**src/rtl/clint_core.sv**
```systemverilog
// Core-local interrupt controller: mtime/mtimecmp timer, software and external pending bits, req/ack bus slave.
// Optional CLINT_MTIME_SNAPSHOT_EN: a MTIME_LO read latches mtime[63:32] so a later MTIME_HI read is tear-free.
module clint_core #(
    parameter int unsigned ADDR_WIDTH = 16,
    parameter int unsigned TICK_DIV   = 1
) (
    input  logic                  clk,
    input  logic                  rst,
    input  logic                  bus_req,
    input  logic                  bus_we,
    input  logic [ADDR_WIDTH-1:0] bus_addr,
    input  logic [31:0]           bus_wdata,
    output logic [31:0]           bus_rdata,
    output logic                  bus_ack,
    input  logic                  ext_irq,
    input  logic                  external_int_clear,
    input  logic                  software_int_clear,
    input  logic                  timer_int_clear,
    output logic                  meip,
    output logic                  mtip,
    output logic                  msip
);

    localparam logic [ADDR_WIDTH-1:0] OFF_MSIP      = ADDR_WIDTH'(32'h0000);
    localparam logic [ADDR_WIDTH-1:0] OFF_MTCMP_LO  = ADDR_WIDTH'(32'h4000);
    localparam logic [ADDR_WIDTH-1:0] OFF_MTCMP_HI  = ADDR_WIDTH'(32'h4004);
    localparam logic [ADDR_WIDTH-1:0] OFF_MTIME_LO  = ADDR_WIDTH'(32'hBFF8);
    localparam logic [ADDR_WIDTH-1:0] OFF_MTIME_HI  = ADDR_WIDTH'(32'hBFFC);
    localparam logic [ADDR_WIDTH-1:0] WORD_MASK     = {{(ADDR_WIDTH-2){1'b1}}, 2'b00};
    localparam logic [7:0]            TICK_LAST     = 8'(TICK_DIV - 1);

    logic [63:0]           mtime;
    logic [63:0]           mtimecmp;
    logic [7:0]            prescaler;
    logic                  msip_r;
    logic                  meip_r;
    logic                  tmask;
    logic                  sync1;
    logic                  sync2;
    logic                  sync3;
    logic [ADDR_WIDTH-1:0] word_addr;
    logic                  tick;
    logic                  timer_hit;
    logic                  wr_en;
    logic                  wr_msip;
    logic                  wr_cmp_lo;
    logic                  wr_cmp_hi;
    logic                  wr_time_lo;
    logic                  wr_time_hi;
    logic [31:0]           read_data;
`ifdef CLINT_MTIME_SNAPSHOT_EN
    logic [31:0]           mtime_hi_shadow;
    logic                  rd_time_lo;
`endif

    assign word_addr  = bus_addr & WORD_MASK;
    assign tick       = (prescaler == TICK_LAST);
    assign timer_hit  = (mtime >= mtimecmp);
    assign wr_en      = bus_req && bus_we;
    assign wr_msip    = wr_en && (word_addr == OFF_MSIP);
    assign wr_cmp_lo  = wr_en && (word_addr == OFF_MTCMP_LO);
    assign wr_cmp_hi  = wr_en && (word_addr == OFF_MTCMP_HI);
    assign wr_time_lo = wr_en && (word_addr == OFF_MTIME_LO);
    assign wr_time_hi = wr_en && (word_addr == OFF_MTIME_HI);
`ifdef CLINT_MTIME_SNAPSHOT_EN
    assign rd_time_lo = bus_req && !bus_we && (word_addr == OFF_MTIME_LO);
`endif

    always_comb begin
        read_data = '0;
        case (word_addr)
            OFF_MSIP:     read_data = {31'd0, msip_r};
            OFF_MTCMP_LO: read_data = mtimecmp[31:0];
            OFF_MTCMP_HI: read_data = mtimecmp[63:32];
            OFF_MTIME_LO: read_data = mtime[31:0];
`ifdef CLINT_MTIME_SNAPSHOT_EN
            OFF_MTIME_HI: read_data = mtime_hi_shadow;
`else
            OFF_MTIME_HI: read_data = mtime[63:32];
`endif
            default:      read_data = '0;
        endcase
    end

    always_ff @(posedge clk) begin
        if (rst) begin
            mtime     <= '0;
            prescaler <= '0;
            mtimecmp  <= '1;
            msip_r    <= 1'b0;
            meip_r    <= 1'b0;
            tmask     <= 1'b0;
            sync1     <= 1'b0;
            sync2     <= 1'b0;
            sync3     <= 1'b0;
            mtip      <= 1'b0;
            bus_ack   <= 1'b0;
            bus_rdata <= '0;
        end else begin
            prescaler <= tick ? '0 : prescaler + 8'd1;

            // A software write to either half takes priority over the tick.
            if (wr_time_lo)
                mtime[31:0] <= bus_wdata;
            else if (wr_time_hi)
                mtime[63:32] <= bus_wdata;
            else if (tick)
                mtime <= mtime + 64'd1;

            if (wr_cmp_lo)
                mtimecmp[31:0] <= bus_wdata;
            if (wr_cmp_hi)
                mtimecmp[63:32] <= bus_wdata;

            if (wr_cmp_lo || wr_cmp_hi)
                tmask <= 1'b0;
            else if (timer_int_clear)
                tmask <= 1'b1;

            mtip <= timer_hit && !tmask;

            if (software_int_clear)
                msip_r <= 1'b0;
            else if (wr_msip)
                msip_r <= bus_wdata[0];

            sync1 <= ext_irq;
            sync2 <= sync1;
            sync3 <= sync2;
            if (external_int_clear)
                meip_r <= 1'b0;
            else if (sync2 && !sync3)
                meip_r <= 1'b1;

            bus_ack   <= bus_req;
            bus_rdata <= (bus_req && !bus_we) ? read_data : '0;
        end
    end

`ifdef CLINT_MTIME_SNAPSHOT_EN
    always_ff @(posedge clk) begin
        if (rst)
            mtime_hi_shadow <= '0;
        else if (rd_time_lo)
            mtime_hi_shadow <= mtime[63:32];
    end
`endif

    assign msip = msip_r;
    assign meip = meip_r;

endmodule

```
**config.mk**
```make
export PLATFORM = sky130hd
export DESIGN_NAME = clint_core
export DESIGN_NICKNAME = d
export VERILOG_FILES = /design/src/rtl/clint_core.sv
export SDC_FILE = /design/constraint.sdc
export NUM_CORES = 1
export LEC_CHECK = 0
export CAP_MARGIN = 0
export CORE_UTILIZATION = 30
export CTS_CLUSTER_SIZE = 24
export DETAILED_ROUTE_END_ITERATION = 8
export GPL_TIMING_DRIVEN = 0
export SYNTH_ARGS = -nofsm -noshare
export SYNTH_HDL_FRONTEND = slang
export SYNTH_SLANG_ARGS = --single-unit
```
**constraint.sdc**
```tcl
create_clock -name clk -period 2.5 [get_ports clk]
set_input_delay 0.375 -clock clk [delete_from_list [all_inputs] [get_ports clk]]
set_output_delay 0.375 -clock clk [all_outputs]
set_load 0.01 [all_outputs]
```
==> results of run 1 <==
## power by group through the flow
stage	Clock (W)	Combinational, W	Sequential [W]
3_5_place_dp	0	0.000315	0.00289
5_1_grt	0.00283	0.000343	0.00283
2_1_floorplan	0	0.000122	0.00289
4_1_cts	0.00269	0.000320	0.00283
3_3_place_gp	0	0.000315	0.00289
6_report	0.00267	0.000328	0.00283
## cells in the mapped netlist (5+ instances only)
master      n
nor4_1     16
a22oi_1     7
nand4_1    29
and4_1     11
inv_1      78
buf_2       9
a21o_1      8
o22ai_1    31
and2_1     35
a311oi_1    6
nand3_1    38
xor2_1     11
xnor2_1    23
buf_1      13
nor2b_1     8
o21a_1      5
nor4_2      5
nor2_1     80
o21ai_0    32
clkbuf_1   55
nor3_1     34
a21oi_1    35
dfxtp_1   176
mux2i_1    64
ha_1       67
and3_1     15
or4_1       5
a31oi_1    12
o211ai_1   75
a211oi_1   33
or3_1      11
nand2_1   120
## kinds of logic after synthesis
| kind of cell | after synthesis | share of synthesized area |
|---|---|---|
| AND/OR/NAND/NOR | 432 | 0.223 |
| buffers and inverters | 157 | 0.0589 |
| AO/OA/AOI/OAI | 289 | 0.199 |
| multiplexers | 67 | 0.0659 |
| XOR/XNOR | 34 | 0.0289 |
| flip-flops | 176 | 0.342 |
| adder cells (fa/ha/maj) | 67 | 0.0815 |
## registers in the layout, indices dropped and copies added, names as in the netlist
signal,flops
bus_ack,1
bus_rdata,32
meip,1
msip,1
mtime,64
mtimecmp,64
mtip,1
prescaler,8
sync1,1
sync2,1
sync3,1
tmask,1
## through the flow
step | instances | TNS [ns] | hold WS [ns] | cell area (um^2) | power (W)
floorplan | 1222 | 0 | 0.414 | 10300 | 0.00301
global placement | 1758 | -117.08 | 0.423 | 11700 | 0.00321
detailed placement | 1758 | -121.64 | 0.437 | 11700 | 0.00321
CTS | 1802 | -0.00645 | 0.447 | 12600 | 0.00584
global route | 1804 | -0.0386 | 0.459 | 12700 | 0.00601
finish | 1804 | 0 | 0.448 | 12700 | 0.00582
## cell type report
| type | instances | share of cell area |
|---|---|---|
| plain buffers | 77 | 0.0295 |
| clock buffers | 18 | 0.0337 |
| clock inverters | 14 | 0.00983 |
| inverters | 78 | 0.0230 |
| multi-input cells | 890 | 0.501 |
| flip-flops and latches | 176 | 0.278 |
| well taps | 448 | 0.0441 |
| repair buffers | 103 | 0.0800 |
## timing repair
action,in CTS,in global routing
buffers inserted,13,2
gates resized for setup,46,60
setup endpoints to repair,142,142
gates cloned,0,1
pin swaps,7,4
## per-layer routing
| metal | GRT usage | vias to the layer above | share of wire |
|---|---|---|---|
| met3 | 0.0537 | 69 | 0.084 |
| met4 | 0.0835 | 2 | 0.028 |
| met1 | 0.308 | 4866 | 0.45 |
| met5 | 0 | - | 0.00033 |
| met2 | 0.343 | 440 | 0.44 |
| li1 | - | 4753 | - |
## path summary, 6_finish.rpt
path	slack, ns	startpoint	cells after the start	to
max	0.03	rst	5	mtime[25]$_SDFFE_PP0P_
min reg2reg	0.46	sync1$_SDFF_PP0_	1	sync2$_SDFF_PP0_
min	0.45	software_int_clear	2	msip$_SDFFE_PP0P_
max reg2reg	0.03	mtime[31]$_SDFFE_PP0P_	6	mtime[53]$_SDFFE_PP0P_
==> metrics.md, run 1 <==
| Metric | Value |
|---|---|
| Status | finished clean |
| Final HPWL DP | 29.2 mm |
| Internal power | 0.00426 W |
| Avg Cell Area, Syn | 8.42 um^2 |
| Achievable frequency | 404 MHz |
| Ys flop type | dfxtp_1 |
| Type of origin of the critical path | primary input |
| Cells after synthesis | 1,222 |
| Initial DRC count | 983 |
| CTS tree | built |
| Residual DRC | 0 |
| Routed Wire Length | 39.5 mm |
| Final period util | 0.989 |
| Die H | 187 um |
| CP most frequent cell | clkbuf_1 |
| Synth-to-layout area growth | 23.7% |
| Async SR Flop Fraction | 0 |
| Vias in the first global route | 9,846 |
| Top Ports | 92 |
| Initial Util | 0.306 |
| FF+latch area | 3540 um^2 |
| Multi-input logic area | 6380 um^2 |
| Combinational Power Share | 0.056 |
| Global-route wire length before repair | 60.1 mm |
| EDFF count, synth | 0 |
| Commonest non-fill, non-tap cell in the layout | dfxtp_1 |
| Cell Rows | 67 |
| Post-synth top area cell | dfxtp_1 |
| Hold-fix buffers, CTS | 0 |
| DIE AREA | 35,000 um^2 |
| Clock-pin slew on the worst setup and hold paths | 0.08 ns |
| Worst-path cell chain | clkdlybuf4s50_1, clkbuf_1, clkbuf_1, clkbuf_1, a211oi_1 |
| Max-slew headroom | 0.401 |
| Buffers added on ports | 88 |
| Fill count | 3,424 |
| Most frequent cells in the layout | dfxtp_1 (161), nand2_1 (119), clkdlybuf4s50_1 (88), inv_1 (78), nor2_1 (77) |
| Worst setup margin | 0.0278 ns |
| Slowest CP cell | clkbuf_1 |
| Net switching power | 0.00157 W |
| Clk pwr share | 0.458 |
| Post-layout utilization of the core | 0.378 |
| Top cell type's share of synthesized area | 0.342 |
| P_leak | 5.35 nW |
| Largest net degree at the start of global routing | 18 |
| Buf+Inv Stages, Crit Path | 4 |
| Setup crit end kind | flip-flop |
| Register bit total from synthesis | 176 |
| CTS buffer count | 17 |
| Seq pwr share | 0.486 |
| Hold Path Class | primary input to flip-flop |
| CP peak stage delay | 0.65 ns |
| Dpl ws | -1.03 ns |
| Die X | 187 um |
| Initial antenna violation count | 1 |
| Root Driver | clkbuf_16 |
| Final min period | 2.47 ns |
| Sw frac | 0.269 |
| Worst-skew pair later-pin latency | 0.46 ns |
| Final net count | 1,466 |
| Slew Limit Fails | 0 |
| CTS Sinks | 176 |
| Skew final | 0.0174 ns |
| Worst path top cell family by delay | buffers and inverters |
| Fin. Hold Viols | 0 |
| Power Density | 458 nW/um^2 |
| Mapped cell area | 10,300 um^2 |
| Worst-Margin Slew | 0.898 ns |
| Detail Route Antenna Nets | 0 |
| Share of cells above drive strength 1 | 0.111 |
| Critical Path AT | 2.76 ns |
| Sequential element share of the synthesized area | 0.342 |
| Total vias in the final route | 10,100 |
| Max Root-Sink Buffers | 2 |
| Ys Warns | 0 |
| Final setup vio count | 0 |
| Critical Setup Path Class | primary input to flip-flop |
| GR Overflow Total | 0 |
| Critical Path Fanout Max | 10 |
| 1st-pass router iterations | 6 |
| Post-DR vias/cell | 5.62 |
| Max Cap Violations | 0 |
| CP Data Required Time | 2.79 ns |
| Netlist cell types | 76 |
| Peak supply drop | 422 uV |
| Ant diodes | 0 |
| Synth top area cells | dfxtp_1 (34%), ha_1 (8.1%), mux2i_1 (6.2%) |
| Floorplan core area | 33,600 um^2 |
| DR WL/cell | 21.9 um |
| GRT Util Overall | 0.226 |
| CTS H-tree lvls | 4 |
| Routability cong. | 0.963 |
| Syn_nets | 1,345 |
No activity file was read; power rests on OpenSTA's default activity.
==> inputs of run 2 (changes only) <==
==> constraint.sdc (replaced) <==
create_clock -name clk -period 2.6 [get_ports clk]
set_input_delay 0.39 -clock clk [delete_from_list [all_inputs] [get_ports clk]]
set_output_delay 0.39 -clock clk [all_outputs]
set_load 0.01 [all_outputs]
==> metrics.md, run 2 (same netlist as run 1, synthesis figures left out) <==
| Metric | Value |
|---|---|
| Floorplan core area | 33,600 um^2 (unchanged) |
| Residual DRC | 0 (unchanged) |
| Global-route wire length before repair | 60.0 mm (-0.10%) |
| CTS buffer count | 17 (unchanged) |
| Ant diodes | 0 (unchanged) |
| Die H | 187 um (unchanged) |
| Max Cap Violations | 0 (unchanged) |
| Final net count | 1,462 (-0.27%) |
| Dpl cell area | 11,700 um^2 (unchanged) |
| WHS Endpoint | sync2$_SDFF_PP0_ |
| Worst path top cell family by delay | buffers and inverters |
| Initial DRC count | 1,079 (+9.8%) |
| Cell Rows | 67 (unchanged) |
| Peak supply drop | 408 uV (-3.3%) |
| Post-DR vias/cell | 5.61 (about the same) |
| Worst r2r dst | mtime[38]$_SDFFE_PP0P_ |
| P_leak | 5.27 nW (-1.6%) |
| CTS Sinks | 176 (unchanged) |
| Non-Filler Instances | 1,800 (-0.22%) |
| Min-delay src | sync1$_SDFF_PP0_ |
| GRT Util Overall | 0.225 (-0.000563) |
| Hold slack final | 0.457 ns (+0.00821 ns) |
| CTS H-tree lvls | 4 (unchanged) |
| Worst-skew pair later-pin latency | 0.46 ns (about the same) |
| Type of origin of the critical path | primary input |
| Critical Setup Path Class | primary input to flip-flop |
| Skew final | 0.0165 ns (-0.000982 ns) |
| Share of cells above drive strength 1 | 0.0939 (-0.0167) |
| Buffers added on ports | 88 (unchanged) |
| Routability cong. | 0.963 (unchanged) |
| Commonest non-fill, non-tap cell in the layout | dfxtp_1 |
| Worst-path cell chain | clkdlybuf4s50_1, clkbuf_1, clkbuf_1, buf_1, a21oi_1 |
| Initial Util | 0.306 (unchanged) |
| DIE AREA | 35,000 um^2 (unchanged) |
| Final period util | 0.987 |
| Reg-to-reg setup timing slack | 0.07 ns (+0.04 ns) |
| Final HPWL DP | 29.2 mm (unchanged) |
| Final min period | 2.57 ns |
| Status | finished clean |
| Critical Path AT | 2.85 ns (+0.09 ns) |
| Worst R2R Start | prescaler[0]$_SDFF_PP0_ |
| GR Overflow Total | 0 (unchanged) |
| Most frequent cells in the layout | dfxtp_1 (170), nand2_1 (120), clkdlybuf4s50_1 (88), inv_1 (78), nor2_1 (78) |
| Max-slew headroom | 0.397 (-0.00455) |
| Vias in the first global route | 9,784 (-0.63%) |
| Die X | 187 um (unchanged) |
| Detail Route Antenna Nets | 0 (unchanged) |
| Max Root-Sink Buffers | 2 (unchanged) |
| Power Density | 445 nW/um^2 (-2.7%) |
| CP Data Required Time | 2.88 ns (+0.09 ns) |
| Total vias in the final route | 10,100 (-0.30%) |
| Sum Neg Setup Slack | 0 ns (unchanged) |
| Setup crit end kind | flip-flop |
| Slowest CP cell | buf_1 |
| Fin. Hold Viols | 0 (unchanged) |
| Hold Path Depth | 1 (-1) |
| Inst Count DP | 1,758 (unchanged) |
| Initial antenna violation count | 0 (-1) |
| CP most frequent cell | clkbuf_1 |
| CTS tree | built |
| Clock-pin slew on the worst setup and hold paths | 0.08 ns (about the same) |
| Buf+Inv Stages, Crit Path | 4 (unchanged) |
| CP peak stage delay | 0.69 ns (+0.04 ns) |
| Top Ports | 92 (unchanged) |
| Synth-to-layout area growth | 22.5% |
| Worst R2R Path Depth | 9 (+3) |
| Largest net degree at the start of global routing | 18 (unchanged) |
| Hold-fix buffers, CTS | 0 (unchanged) |
| DR WL/cell | 21.9 um (about the same) |
| 1st-pass router iterations | 9 (+3) |
| Routed Wire Length | 39.4 mm (-0.27%) |
| Achievable frequency | 390 MHz |
| Root Driver | clkbuf_16 |
| Crit. Startpoint | rst |
| Hold Path Class | flip-flop to flip-flop |
| Final setup vio count | 0 (unchanged) |
| Tot Pwr | 0.00561 W (-3.7%) |
| Regs by FF count | mtime: 64 flops, mtimecmp: 64 flops, bus_rdata: 32 flops |
| Critical Path Fanout Max | 10 (unchanged) |
| Final instance area | 12,600 um^2 (-0.96%) |
| Slew Limit Fails | 0 (unchanged) |
| Worst-Margin Slew | 0.905 ns (+0.00682 ns) |
## run 2: cell count changes in the layout (fill, tap and decap cells not counted), sizes merged
cell     change
buf          -2
clkbuf       -1
o2111ai      -1
## run 2: power by group
part | switching, W | internal [W]
Combinational | 0.000186 | 0.000127
Clock | 0.00131 | 0.00126
Sequential | 0.0000170 | 0.00270
## run 2: per-stage QoR
| stage | utilization | setup WS, ns |
|---|---|---|
| after floorplan | - | 0.373 |
| after global placement | 0.349 | -0.995 |
| after detailed placement | 0.349 | -0.942 |
| after CTS | 0.370 | -0.000550 |
| after global routing | 0.375 | -0.0305 |
| final | 0.375 | 0.0327 |
## run 2: timing repair
item                       CTS  global route
gates resized for setup     27            50
setup endpoints to repair  120           101
hold endpoints to repair     0             0
buffers inserted             5             6
cloned                       0             0
pin swaps                    3             4
## run 2: final cells by class
| type | instances | area [um^2] |
|---|---|---|
| plain buffers | 78 | 355 |
| flip-flops and latches | 176 | 3530 |
| fillers | 3432 | 21000 |
| clock buffers | 18 | 429 |
| well taps | 448 | 561 |
| repair buffers | 99 | 988 |
| multi-input cells | 889 | 6320 |
| inverters | 78 | 293 |
| clock inverters | 14 | 125 |
## run 2: how the worst max path moves through the flow
stage | end | depth (start not counted)
2_1_floorplan | mtime[62]$_SDFFE_PP0P_ | 7
5_1_grt | mtime[28]$_SDFFE_PP0P_ | 9
3_5_place_dp | mtime[38]$_SDFFE_PP0P_ | 8
6_report | mtime[38]$_SDFFE_PP0P_ | 5
3_3_place_gp | mtime[45]$_SDFFE_PP0P_ | 8
4_1_cts | mtime[29]$_SDFFE_PP0P_ | 8
## run 2: worst reg2reg max path: cells and delay by family, from the launching register on
kind                       cells  cell delay, ns
AOI/OAI and AO/OA              3            0.81
buffers and inverters          3            0.70
DFF                            1            0.40
and+or+nand+nor                2            0.31
adders and majority gates      1            0.20
## run 2: routing by layer
layer | vias up | GRT usage | share of wire
met4 | 0 | 0.0832 | 0.026
met3 | 64 | 0.0456 | 0.074
met5 | - | 0 | 0
li1 | 4738 | - | -
met1 | 4872 | 0.311 | 0.46
met2 | 426 | 0.344 | 0.44
